### config.mk
export PLATFORM = sky130hd
export DESIGN_NAME = wb_rr_arbiter
export DESIGN_NICKNAME = d
export VERILOG_FILES = /design/src/rtl/wb_rr_arbiter.sv
export SDC_FILE = /design/constraint.sdc
export NUM_CORES = 1
export LEC_CHECK = 0
export CAP_MARGIN = 15
export CORE_AREA = 8 8 136 138
export CTS_BUF_LIST = sky130_fd_sc_hd__clkbuf_2 sky130_fd_sc_hd__clkbuf_4 sky130_fd_sc_hd__clkbuf_8
export CTS_CLUSTER_SIZE = 20
export DETAILED_ROUTE_END_ITERATION = 12
export DIE_AREA = 0 0 144 146
export DONT_BUFFER_PORTS = 1
export GPL_TIMING_DRIVEN = 0
export SETUP_SLACK_MARGIN = 0.1
export SLEW_MARGIN = 20
export SYNTH_ARGS = -nofsm -noshare
export SYNTH_HDL_FRONTEND = slang
export SYNTH_SLANG_ARGS = --single-unit
export TNS_END_PERCENT = 100
### constraint.sdc
create_clock -name clk -period 4.3 [get_ports clk]
set_input_delay 0.86 -clock clk [delete_from_list [all_inputs] [get_ports clk]]
set_output_delay 0.86 -clock clk [all_outputs]
set_load 0.005 [all_outputs]
### src/rtl/wb_rr_arbiter.sv
// Round-robin arbiter sharing one Wishbone B4 classic slave between N masters.
// Ownership is held for the whole cyc tenure. A watchdog ends stalled strobes
// with a one-cycle error phase.
module wb_rr_arbiter #(
  parameter int N       = 3,
  parameter int AW      = 32,
  parameter int DW      = 32,
  parameter int TIMEOUT = 255
) (
  input  logic              clk,
  input  logic              rst,
  input  logic [N-1:0]      m_cyc,
  input  logic [N-1:0]      m_stb,
  input  logic [N-1:0]      m_we,
  input  logic [N*AW-1:0]   m_adr,
  input  logic [N*DW-1:0]   m_dat_w,
  input  logic [N*DW/8-1:0] m_sel,
  output logic [DW-1:0]     m_dat_r,
  output logic [N-1:0]      m_ack,
  output logic [N-1:0]      m_err,
  output logic              s_cyc,
  output logic              s_stb,
  output logic              s_we,
  output logic [AW-1:0]     s_adr,
  output logic [DW-1:0]     s_dat_w,
  output logic [DW/8-1:0]   s_sel,
  input  logic [DW-1:0]     s_dat_r,
  input  logic              s_ack,
  input  logic              s_err,
  output logic [N-1:0]      grant,
  output logic              timeout_evt
);

  localparam int SW = DW / 8;
  localparam int LW = $clog2(N);
  // Keep the counter at least one bit wide even when the watchdog is disabled.
  localparam int CW = (TIMEOUT > 0) ? $clog2(TIMEOUT + 1) : 1;

  typedef enum logic [1:0] {ST_IDLE, ST_BUSY, ST_ERR} state_t;

  state_t         r_state, w_state_next;
  logic [N-1:0]   r_grant, w_grant_next;
  logic [LW-1:0]  r_last, w_last_next;
  logic [CW-1:0]  r_cnt, w_cnt_next;

  logic           w_found;
  logic [LW-1:0]  w_win;
  logic           w_g_cyc;
  logic           w_g_stb;
  logic           w_busy;
  logic           w_stall;

  assign w_busy  = (r_state == ST_BUSY);
  assign w_g_cyc = |(m_cyc & r_grant);
  assign w_g_stb = |(m_stb & r_grant);
  assign w_stall = s_stb & ~s_ack & ~s_err;

  assign s_cyc       = w_busy & w_g_cyc;
  assign s_stb       = w_busy & w_g_stb;
  assign m_dat_r     = s_dat_r;
  assign grant       = r_grant;
  assign timeout_evt = (r_state == ST_ERR);

  // Responses are steered only to the owner; the error phase forces err and drops any late ack.
  generate
    for (genvar gi = 0; gi < N; gi++) begin : g_resp
      assign m_ack[gi] = r_grant[gi] & w_busy & s_ack;
      assign m_err[gi] = r_grant[gi] & ((w_busy & s_err) | (r_state == ST_ERR));
    end
  endgenerate

  // AND-OR mux of the owner's request fields; all zero when nobody holds the grant.
  always_comb begin
    s_we    = 1'b0;
    s_adr   = '0;
    s_dat_w = '0;
    s_sel   = '0;
    for (int i = 0; i < N; i++) begin
      s_we    = s_we    | (r_grant[i] & m_we[i]);
      s_adr   = s_adr   | ({AW{r_grant[i]}} & m_adr[i*AW +: AW]);
      s_dat_w = s_dat_w | ({DW{r_grant[i]}} & m_dat_w[i*DW +: DW]);
      s_sel   = s_sel   | ({SW{r_grant[i]}} & m_sel[i*SW +: SW]);
    end
  end

  // Rotating search for the first requester after the most recent owner.
  // The owner's own index is visited last, so it only wins when alone.
  always_comb begin
    int v_idx;
    w_found = 1'b0;
    w_win   = '0;
    v_idx   = 0;
    for (int k = 1; k <= N; k++) begin
      v_idx = (int'(r_last) + k) % N;
      if (!w_found && m_cyc[v_idx]) begin
        w_found = 1'b1;
        w_win   = LW'(v_idx);
      end
    end
  end

  // Next-state, grant handover and watchdog counting.
  always_comb begin
    w_state_next = r_state;
    w_grant_next = r_grant;
    w_last_next  = r_last;
    w_cnt_next   = '0;
    case (r_state)
      ST_IDLE: begin
        if (w_found) begin
          w_grant_next = {{(N-1){1'b0}}, 1'b1} << w_win;
          w_last_next  = w_win;
          w_state_next = ST_BUSY;
        end
      end
      ST_BUSY: begin
        if (!w_g_cyc) begin
          // Owner released: hand over at this edge, or fall back to idle.
          if (w_found) begin
            w_grant_next = {{(N-1){1'b0}}, 1'b1} << w_win;
            w_last_next  = w_win;
          end else begin
            w_grant_next = '0;
            w_state_next = ST_IDLE;
          end
        end else if ((TIMEOUT > 0) && w_stall) begin
          w_cnt_next = r_cnt + 1'b1;
          if (int'(r_cnt) + 1 >= TIMEOUT) begin
            w_state_next = ST_ERR;
          end
        end
      end
      ST_ERR: begin
        // Single error cycle; the grant is kept so the master can release.
        w_state_next = ST_BUSY;
      end
      default: begin
        w_state_next = ST_IDLE;
        w_grant_next = '0;
      end
    endcase
  end

  // State registers; last resets to N-1 so master 0 is searched first.
  always_ff @(posedge clk) begin
    if (rst) begin
      r_state <= ST_IDLE;
      r_grant <= '0;
      r_last  <= LW'(N - 1);
      r_cnt   <= '0;
    end else begin
      r_state <= w_state_next;
      r_grant <= w_grant_next;
      r_last  <= w_last_next;
      r_cnt   <= w_cnt_next;
    end
  end

endmodule

Word level (Yosys, flattened, before mapping):

Index checks and enable logic that the tools add are counted.
Widths: inputs -> output; s select.

* flip-flop bits (word level): 15
* input bits: 249
* output and inout port bits: 113
* logic and storage cells: 107

* add/sub/neg operators: 5
* div/mod/pow operators: 3
* $lt $le $gt $ge: 4
* eq/ne operators: 7
* shifts and indexed selects: 1
* muxes and demuxes: 28
* bitwise logic cells: 43
* reductions and logical operators: 12

Operators with widths (number)
* $and 32x32->32: 6
* $or 32x32->32: 4
* $lt 32x4->1 const B: 3
* $mod 32x3->32 const B: 3
* $mux 2: 10
* $and 1x1->1: 17
* $and 4x4->4: 3
* $add 8x1->9 const B: 1
* $ge 9x8->1 const B: 1
* $mux 1: 9
* $mux 3: 3
* $pmux 3 s3: 1
* $add 8x1->8 const B: 1
* $or 4x4->4: 2
* $add 2x2->3 const B: 2
* $and 3x3->3: 2
* $bmux 1 s2: 3
* $ne 3x2->1 const B: 2
* $not 1->1: 6
* $pmux 2 s3: 1
* $reduce_or 3->1: 2
* $ne 2x2->1 const B: 2
* $pmux 2 s2: 1
* $reduce_and 4->1: 1
* other kinds (13): 17

Longest topological paths before layout:

* word-level depth: 16
* mapped depth: 8
* gate-level depth less buffers: 7

Least setup slack after synthesis:

Ideal clock, no wire load.

* path kind: in2out
* from: input m_cyc[0]
* to: output s_cyc
* data arrival time: 1.543 ns
* required time: 3.440 ns
* path slack: 1.897 ns
* stages: 3
* buffers on the path: 0
* cell sequence: a222oi_1 > nand2b_1 > nor2_1

* word-level cells in the longest chain between the ends: 3

RTL lines
* start: declaration: line 12 `input logic [N-1:0] m_cyc,`
* $and 3x3->3: line 54 `assign w_g_cyc = |(m_cyc & r_grant);`
* $reduce_or 3->1: line 54
* $and 1x1->1: line 58 `assign s_cyc = w_busy & w_g_cyc;`
* end: declaration: line 21 `output logic s_cyc,`

No other way between the ends.

Worst setup path in the final report:

* from: register r_grant[0] (netlist: grant[0])
* to: output s_adr[6]

* word-level cells in the longest chain between the ends: 3

RTL lines
* start: declaration: line 42 `logic [N-1:0] r_grant, w_grant_next;`
* start signal: assignment: line 153 `r_grant <= w_grant_next;`
* $and 32x32->32: line 80 `s_adr = s_adr | ({AW{r_grant[i]}} & m_adr[i*AW +: AW]);`
* $or 32x32->32 (2 in a row): line 80
* end: declaration: line 24 `output logic [AW-1:0] s_adr,`

No other way between the ends.

==> impl_metrics.sql <==
INSERT INTO impl_metrics (metric_group, metric, value, unit) VALUES
('status', 'outcome', 'complete, no violations', ''),
('drt', 'wirelength', '16.1', 'mm'),
('final_layout', 'post_layout_nets', '578', ''),
('setup_path', 'timing.critical_path.to_type', 'output port', ''),
('global_route', 'grt_pass1_wl', '20.7', 'mm'),
('synth', 'synth_fp_nets', '573', ''),
('die', 'die_height', '146', 'um'),
('sta', 'period_share', '0.715', ''),
('clock_tree', 'postCtsSetupRepairBufs', '0', ''),
('sta', 'timing.setup.tns', '0', 'ps'),
('synth', 'dominantRegCellSynth', 'dfxtp_1', ''),
('sta', 'worst_hold_slack', '512', 'ps'),
('final_layout', 'antenna-diode-count', '0', ''),
('worst_hold_path', 'class_of_the_tightest_hold_or_removal_check', 'reg -> reg', ''),
('placed_design', 'routabilityCongestion', '0.860', ''),
('global_route', 'antenna_violations_before_repair', '0', ''),
('sta', 'worst_clock_skew', '1.98', 'ps'),
('power_and_ir_drop', 'worst_ir_drop_vdd', '270', 'uV'),
('clock_tree', 'ctsResizeCount', '0', ''),
('synth', 'count_of_flip_flops_with_a_built_in_enable_after_synthesis', '0', ''),
('clock_tree', 'clkLatencyLatePin', '240', 'ps'),
('placed_design', 'numPlacedInstances', '539', ''),
('setup_path', 'worstPathCellList', 'buf_2 -> clkbuf_1 -> a222oi_1 -> inv_1', ''),
('sta', 'min_period', '3070', 'ps'),
('synth', 'postSynthRegisterBits', '15', ''),
('clock_tree', 'cts.sinks', '15', ''),
('drt', 'antenna_left', '0', ''),
('clock_tree', 'total_number_of_h_tree_levels', '1', ''),
('synth', 'postSynth.asyncResetShare', '0', ''),
('sta', 'setup-violations-final', '0', ''),
('clock_tree', 'clock_buffer_depth', '2', ''),
('run', 'timing.max_cap.violations', '0', ''),
('clock_tree', 'cts.hold.buffers_added', '0', ''),
('clock_tree', 'clk_pin_slew', '60', 'ps'),
('sta', 'worst-slew-pin-transition', '910', 'ps'),
('final_layout', 'drive_gt1_frac', '0.146', ''),
('global_route', 'grt_overflow', '0', ''),
('placed_design', 'setup_ws_pre_cts', '1330', 'ps'),
('sta', 'timing_max_transition_violations_final', '0', ''),
('synth', 'ys_seq_area_frac', '0.131', ''),
('die', 'effective_utilization_at_floorplan', '0.141', ''),
('synth', 'syn-mean-instance-area', '7.21', 'um2'),
('power_and_ir_drop', 'leakage', '1.29', 'nW'),
('sta', 'postLayoutSetupSlackWorst', '1230', 'ps'),
('drt', 'wire_per_inst', '29.7', 'um'),
('final_layout', 'layout.core_utilization', '0.161', ''),
('drt', 'via_per_inst', '5.35', ''),
('setup_path', 'worst_path_largest_cell_delay', '730', 'ps'),
('synth', 'synth_cells', '319', ''),
('die', 'coreArea', '0.0163', 'mm2'),
('sta', 'unrepaired_setup_endpoints_after_global_routing', 'false', ''),
('die', 'ios', '362', ''),
('clock_tree', 'cts_inserted_buffers', '3', ''),
('setup_path', 'required', '3440', 'ps'),
('global_route', 'grt_pass1_vias', '2747', ''),
('die', 'die-width', '144', 'um'),
('setup_path', 'cp.arrival', '2210', 'ps'),
('clock_tree', 'clock_tree_from_tritoncts', 'built', ''),
('synth', 'yosys_warnings', '0', ''),
('drt', 'route.detailed.drc', '0', ''),
('power_and_ir_drop', 'power_density', '529', 'mW/mm2'),
('drt', 'detailedRoute.firstIterationViolations', '599', ''),
('setup_path', 'critPathLaunchType', 'flop', ''),
('sta', 'maxClockFrequency', '0.325', 'GHz'),
('drt', 'num_vias', '2906', ''),
('setup_path', 'timing.critical_path.max_delay_family', 'buffers and inverters', ''),
('final_layout', 'synthToLayoutAreaGrowth', '14.1', '%'),
('global_route', 'gr-usage-all-layers', '0.132', ''),
('die', 'num_rows', '47', ''),
('setup_path', 'critical_path.n_buffers_inverters', '3', ''),
('synth', 'synth_area', '0.00230', 'mm2'),
('sta', 'timing.slew.headroom', '0.393', ''),
('sta', 'hold_viol', '0', ''),
('die', 'die_area', '0.0210', 'mm2'),
('placed_design', 'post-dp-hpwl', '14.0', 'mm'),
('global_route', 'maximum_number_of_pins_on_one_net_before_global_route_repair', '11', ''),
('drt', 'drt_pre_antenna_iters', '7', ''),
('setup_path', 'worst-path-max-fanout', '10', ''),
('final_layout', 'finish.cell_count_without_fillers', '543', ''),
('placed_design', 'buffer_ports.inserted', '0', ''),
('setup_path', 'setup.worst_path.class', 'reg -> out', ''),
('synth', 'synth_cell_type_count', '45', ''),
('setup_path', 'cpMaxStageDelayCell', 'clkbuf_1', ''),
('clock_tree', 'ctsRootBufferMaster', 'clkbuf_8', '');
cells by family (layout without fill, tap and decap cells):
| group | count (synthesis) | in the layout | synth area share |
|---|---|---|---|
| AND/OR/NAND/NOR | 50 | 50 | 0.121 |
| flip-flops | 15 | 15 | 0.131 |
| multiplexers | 1 | 1 | 0.00436 |
| AO/OA/AOI/OAI | 104 | 104 | 0.411 |
| XOR/XNOR | 7 | 7 | 0.0267 |
| adder cells (fa/ha/maj) | 5 | 5 | 0.0272 |
| buffers and inverters | 137 | 141 | 0.279 |
sequential cells by signal (all words and copies together) (netlist names):
| register | flops |
|---|---|
| grant | 3 |
| r_last | 2 |
| r_state | 2 |
| r_cnt | 8 |
where the power goes:
group          switching [W]  internal [W]
registers          0.0000244      0.000160
logic               0.000722      0.000361
clock network      0.0000476     0.0000718
worst paths after layout:
kind / start / end / slack, ps / depth (start not counted)
setup / recovery: grant[0] / s_adr[6] / 1230 / 4
hold / removal: r_cnt[0] / r_cnt[0] / 510 / 1
setup reg to reg: grant[0] / r_state[1] / 2300 / 7
hold reg to reg: r_cnt[0] / r_cnt[0] / 510 / 1
through the flow:
step	power, W	instance area (um2)
finish	0.00139	2620
global route	0.00150	2620
CTS	0.00141	2620
detailed placement	0.00129	2570
global placement	0.00128	2570
floorplan	0.000936	2300
synth_stat cells (3+ instances only):
master | n | share of area
inv_1 | 78 | 0.13
a222oi_1 | 71 | 0.31
buf_4 | 32 | 0.10
dfxtp_1 | 15 | 0.13
nor2_1 | 14 | 0.023
buf_1 | 11 | 0.018
clkbuf_1 | 11 | 0.018
a21oi_1 | 8 | 0.017
nand2_1 | 7 | 0.011
buf_2 | 5 | 0.011
ha_1 | 5 | 0.027
o21ai_0 | 4 | 0.0087
xor2_1 | 4 | 0.015
a211oi_1 | 3 | 0.0098
a31oi_1 | 3 | 0.0082
and2_1 | 3 | 0.0082
and3_1 | 3 | 0.0082
nand3b_1 | 3 | 0.0098
xnor2_1 | 3 | 0.011
final cells by class:
class                           count  area [um2]
Tap cell                          220         275
Sequential cell                    15         300
Buffer                             59         348
Fill cell                        1863       13700
Inverter                           78         293
Clock buffer                        4        48.8
Multi-Input combinational cell    167        1360
layout by cell type, fill, tap and decap left out, types with 2 or more instances in the layout:
cell type	instances
a211oi_1	3
a21o_1	2
a21oi_1	8
a222oi_1	71
a22oi_1	2
a31oi_1	3
and2_1	3
and2b_1	2
and3_1	3
buf_1	11
buf_2	5
buf_4	32
clkbuf_1	11
clkbuf_8	3
dfxtp_1	15
ha_1	5
inv_1	78
nand2_1	7
nand2b_1	2
nand3_1	2
nand3b_1	3
nand4b_1	2
nor2_1	14
nor2b_1	2
nor3_1	2
o21ai_0	4
o21bai_1	2
o32ai_1	2
xnor2_1	3
xor2_1	4
routing by layer:
metal,part of all wire,track usage
met3,0.10,0.0351
met1,0.37,0.148
met4,0.015,0.0295
met5,0,0
met2,0.51,0.242
No activity file was read; power rests on OpenSTA's default activity.
